## src/rtl/database_tx_serializer_pkg.sv

```systemverilog
// rtl/database_tx_serializer_pkg.sv - shared types and defaults for the debug dump serializer
package database_tx_serializer_pkg;

  localparam int unsigned DEF_LONGITUD_INSTRUCCION       = 32;
  localparam int unsigned DEF_OUTPUT_WORD_LENGTH         = 8;
  localparam int unsigned DEF_CANT_BITS_CONTROL_DATABASE = 3;
  localparam int unsigned DEF_CANT_DATOS                 = 4;
  localparam int unsigned BYTES_PER_WORD = DEF_LONGITUD_INSTRUCCION / DEF_OUTPUT_WORD_LENGTH;

  typedef enum logic [2:0] {
    ST_IDLE   = 3'd0,
    ST_SELECT = 3'd1,
    ST_LOAD   = 3'd2,
    ST_SEND   = 3'd3,
    ST_WAIT   = 3'd4,
    ST_NEXT   = 3'd5,
    ST_FIN    = 3'd6
  } ser_state_t;

  // Word order of a dump as seen by the PC side
  typedef enum logic [1:0] {
    DB_PC          = 2'd0,
    DB_CICLOS      = 2'd1,
    DB_PC_PLUS4    = 2'd2,
    DB_INSTR_FETCH = 2'd3
  } db_index_t;

  // A one-byte word still needs a 1-bit counter
  function automatic int unsigned cnt_width(input int unsigned n);
    return (n > 1) ? $clog2(n) : 1;
  endfunction

endpackage

```

## src/rtl/database_tx_serializer.sv

```systemverilog
// rtl/database_tx_serializer.sv - walks the database words and sends each one MSB-first over UART tx
module database_tx_serializer
  import database_tx_serializer_pkg::*;
#(
  parameter int unsigned LONGITUD_INSTRUCCION       = DEF_LONGITUD_INSTRUCCION,
  parameter int unsigned OUTPUT_WORD_LENGTH         = DEF_OUTPUT_WORD_LENGTH,
  parameter int unsigned CANT_BITS_CONTROL_DATABASE = DEF_CANT_BITS_CONTROL_DATABASE,
  parameter int unsigned CANT_DATOS                 = DEF_CANT_DATOS
) (
  input  logic                                  i_clock,
  input  logic                                  i_reset,
  input  logic                                  i_start,
  input  logic [LONGITUD_INSTRUCCION-1:0]       i_dato_database,
  input  logic                                  i_tx_done,
  output logic [CANT_BITS_CONTROL_DATABASE-1:0] o_control_database,
  output logic                                  o_tx_start,
  output logic [OUTPUT_WORD_LENGTH-1:0]         o_data_tx,
  output logic                                  o_busy,
  output logic                                  o_done
);

  localparam int unsigned BYTES = LONGITUD_INSTRUCCION / OUTPUT_WORD_LENGTH;
  localparam int unsigned BCW   = cnt_width(BYTES);
  localparam int unsigned IW    = CANT_BITS_CONTROL_DATABASE;

  localparam logic [BCW-1:0] LAST_BYTE = BCW'(BYTES - 1);
  localparam logic [IW-1:0]  LAST_IDX  = IW'(CANT_DATOS - 1);

  ser_state_t                      state_q, state_d;
  logic [IW-1:0]                   idx_q, idx_d;
  logic [BCW-1:0]                  byte_cnt_q, byte_cnt_d;
  logic [LONGITUD_INSTRUCCION-1:0] shreg_q, shreg_d;
  logic                            busy_q, busy_d;

  always_ff @(posedge i_clock or posedge i_reset) begin
    if (i_reset) begin
      state_q    <= ST_IDLE;
      idx_q      <= '0;
      byte_cnt_q <= '0;
      shreg_q    <= '0;
      busy_q     <= 1'b0;
    end else begin
      state_q    <= state_d;
      idx_q      <= idx_d;
      byte_cnt_q <= byte_cnt_d;
      shreg_q    <= shreg_d;
      busy_q     <= busy_d;
    end
  end

  always_comb begin
    state_d    = state_q;
    idx_d      = idx_q;
    byte_cnt_d = byte_cnt_q;
    shreg_d    = shreg_q;
    busy_d     = busy_q;
    o_tx_start = 1'b0;
    o_done     = 1'b0;

    case (state_q)
      ST_IDLE: begin
        if (i_start) begin
          state_d = ST_SELECT;
          idx_d   = '0;
          busy_d  = 1'b1;
        end
      end

      // Database answers one cycle after the select moves
      ST_SELECT: state_d = ST_LOAD;

      ST_LOAD: begin
        shreg_d    = i_dato_database;
        byte_cnt_d = '0;
        state_d    = ST_SEND;
      end

      ST_SEND: begin
        o_tx_start = 1'b1;
        state_d    = ST_WAIT;
      end

      ST_WAIT: begin
        if (i_tx_done) begin
          shreg_d    = shreg_q << OUTPUT_WORD_LENGTH;
          byte_cnt_d = byte_cnt_q + BCW'(1);
          state_d    = (byte_cnt_q == LAST_BYTE) ? ST_NEXT : ST_SEND;
        end
      end

      ST_NEXT: begin
        if (idx_q == LAST_IDX) begin
          state_d = ST_FIN;
        end else begin
          idx_d   = idx_q + IW'(1);
          state_d = ST_SELECT;
        end
      end

      // A start arriving here is dropped: the dump is not re-armed
      ST_FIN: begin
        o_done  = 1'b1;
        busy_d  = 1'b0;
        idx_d   = '0;
        state_d = ST_IDLE;
      end

      default: state_d = ST_IDLE;
    endcase
  end

  // The top of the shift register is the byte in flight; held until the tx acknowledges
  assign o_data_tx          = shreg_q[LONGITUD_INSTRUCCION-1 -: OUTPUT_WORD_LENGTH];
  assign o_control_database = idx_q;
  assign o_busy             = busy_q;

endmodule

```

## config.mk

```make
export PLATFORM = sky130hd
export DESIGN_NAME = database_tx_serializer
export DESIGN_NICKNAME = d
export VERILOG_FILES = /design/src/rtl/database_tx_serializer_pkg.sv /design/src/rtl/database_tx_serializer.sv
export SDC_FILE = /design/constraint.sdc
export NUM_CORES = 1
export LEC_CHECK = 0
export CORE_MARGIN = 2
export CORE_UTILIZATION = 50
export CTS_CLUSTER_SIZE = 8
export DETAILED_ROUTE_END_ITERATION = 6
export PLACE_DENSITY = 0.77
export SKIP_CTS_REPAIR_TIMING = 1
export SYNTH_ARGS = -nofsm -noshare
export SYNTH_HDL_FRONTEND = slang
export SYNTH_SLANG_ARGS = --single-unit
```

## constraint.sdc

```tcl
create_clock -name i_clock -period 1.9 [get_ports i_clock]
set_input_delay 0.285 -clock i_clock [delete_from_list [all_inputs] [get_ports i_clock]]
set_output_delay 0.285 -clock i_clock [all_outputs]
set_load 0.01 [all_outputs]
```

==> reports/results.ini <==
[outcome]
status=complete, no violations

[worst_setup_path]
critical_path.cell_chain=nor3b_4 -> buf_12 -> a21oi_4 -> buf_12 -> mux2_2
cp-end-kind=flop
worstReg2RegStart=state_q[2]
crit_type=reg2reg
slowest_delay_ps=470
critPathSlowestCell=dfrtp_2
startpoint=state_q[2]
r2r_end=shreg_q[28]
worstPathMaxFanout=34
critPathRequiredTime_ps=2060
cp_top_family=flip-flops
startpoint_type=flop
rrSetupSlack_ps=170
cp_common_cell=buf_12
r2r_cells=5
cp.arrival_ps=1890
path_buf_inv=2

[logic_synthesis]
synth_seq_cells=41
synth_compound_area_share_pct=7.45
ys_warn_count=0
synth-seq-area-share_pct=46.6
yosys.area_share.simple_pct=5.63
synthMuxAreaShare_pct=30.0
synth_top_family_by_area=multiplexers
synth_area_per_cell_um2=14.0
synth_area_um2=2200
syn_inst=157
syn-num-nets=196
synth_fa_ha_area_share_pct=1.71
yosysUniqueCellTypes=34
synth_xor_area_share_pct=0.398

[sta]
layout_min_cycle_time_ps=1730
fin_skew_ps=5.05
hold_viol_final=0
fin_ws_ps=173
max_freq_mhz=579
slew_viol_final=0
rsz0062_at_grt=false
post-route-period-util_pct=90.9
relSlewSlack_pct=65.5
holdWs_ps=432
tightest_slew_ps=517
setup_viol=0
finalSetupTns_ps=0

[cells_and_area]
final_cell_mix=clkdlybuf4s50_1 (47), dfrtp_1 (38), mux2_4 (20), mux2_2 (19), mux2_1 (12)
antenna_cells=0
finalNonFillerCells=255
finish.utilization_pct=65.2
nets=241
synthToLayoutAreaGrowth_pct=27.2
fin_area_um2=2800
final_common_cell=clkdlybuf4s50_1
layout-drive-gt1-share_pct=30.0

[grt]
grt_overflow_total=0
grt_max_degree=42
grt_pass1_wl_mm=6.96
grt_use_total_pct=18.0
grt_pass1_vias=1392
grt_antenna_before_repair=0

[clock_tree]
h-tree-depth=2
cts_sinks=41
clk_latency_ps=280
cts_tree=done
cts_root_buffer=clkbuf_8
clk_pin_slew_worst_paths_ps=80
cts_buffers=5
clk_path_buf_depth=2

[drt]
wl_per_cell_um=16.0
route.top_layer_used=met4
ant_nets=0
wl_mm=4.09
dr_total_vias=1355
route.met3.wl_um=233
via_per_inst=5.31
drc=0
dr.pass1.iters=4
drt-met1-wl_mm=1.80
first_iter_violations=59
route.met2.wl_mm=2.02

[floorplanning]
io_pins=50
core-area_um2=4290
chipHeight_um=70.3
start_util_pct=51.3
die_x_um=70.3
die_area_um2=4950
rows=24

[placed_design]
gp_congestion=0.867
numPortBuffers=49
place_inst=247
hpwl_mm=3.02
placed_cell_area_um2=2670
pre_cts_ws_ps=161

[hold_path]
hp-class=in2async

[power]
swShare_pct=30.6
p_sw_mw=1.33
comb_power_share_pct=47.4
power_frac_clock_pct=16.2
power_mw=4.35
powerDensity_nw_per_um2=1550
power_frac_seq_pct=36.4
p_leak_nw=1.29
p_int_mw=3.02
ir_drop_v=0.000828

[flow_run]
cap_violations=0

[worst max-delay path by stage]
stage,slack (ps),to,cells after the start
final,170,shreg_q[28],5
after global routing,110,shreg_q[28],5
after CTS,-140,o_done,3
after detailed placement,160,o_control_database[2],4
after global placement,210,shreg_q[29],5
after floorplan,230,shreg_q[10],6
[cell type report]
cell class,instances,area [um^2]
Clock buffer,7,86.3
Clock inverter,1,30.0
Fill cell,332,1490
Inverter,5,18.8
Multi-Input combinational cell,94,1000
Sequential cell,41,1030
Tap cell,52,65.1
Timing Repair Buffer,55,566
[power groups by stage]
stage / registers [mW] / logic [mW] / clock network [mW]
detailed placement: 1.59 / 2.08 / 0
global route: 1.64 / 2.22 / 0.767
global placement: 1.56 / 2.01 / 0
floorplan: 1.48 / 1.78 / 0
CTS: 1.57 / 2.09 / 0.727
finish: 1.58 / 2.06 / 0.707
[flip-flops by register name (all words and copies together) (netlist names)]
| signal | count |
|---|---|
| state_q | 3 |
| byte_cnt_q | 2 |
| o_busy | 1 |
| o_control_database | 3 |
| shreg_q | 32 |
[worst register-to-register path: cells and delay by family, from the launching register on]
kind            cells  cell delay (ps)
flops               1              470
buf+inv             2              420
mux                 1              370
simple gates        1              180
compound gates      1              170
[metal layers]
layer  global-route usage, %  vias up
met5                       0        -
met4                    5.13        0
met3                    4.18        5
met2                    28.8       45
met1                    24.6      661
li1                        -      644
[synth_stat cells]
cell	count	share of area (%)
nand3b_1	2	0.68
mux2_1	12	6.1
nor2b_1	2	0.57
nor4b_1	1	0.40
mux2_2	19	9.7
a21oi_4	1	0.74
o21ai_0	3	0.68
buf_4	9	3.1
a211oi_2	1	0.57
a21oi_1	1	0.23
o22ai_1	1	0.28
and2b_1	1	0.34
ha_1	3	1.7
inv_1	5	0.85
nor3_1	1	0.23
xnor2_1	1	0.40
dfrtp_1	41	47
buf_6	4	2.0
a21bo_2	1	0.45
a21o_1	1	0.34
a31oi_1	2	0.57
nor3b_2	1	0.57
buf_12	2	1.8
and3_1	1	0.28
mux2_4	20	14
nor2_1	3	0.51
mux2i_1	1	0.45
nor3b_4	1	0.85
nand2_1	3	0.51
buf_2	2	0.45
o32ai_1	1	0.40
a22o_1	8	3.2
and2_1	1	0.28
and3b_1	1	0.40
[cells by family (layout without fill, tap and decap cells)]
logic type | count (synthesis) | in the layout
mux | 52 | 52
simple gates | 18 | 18
compound gates | 20 | 20
flops | 41 | 41
xor+xnor | 1 | 1
buf+inv | 22 | 68
fa+ha+maj | 3 | 3
Note: power is estimated with default switching activity, not from simulation.
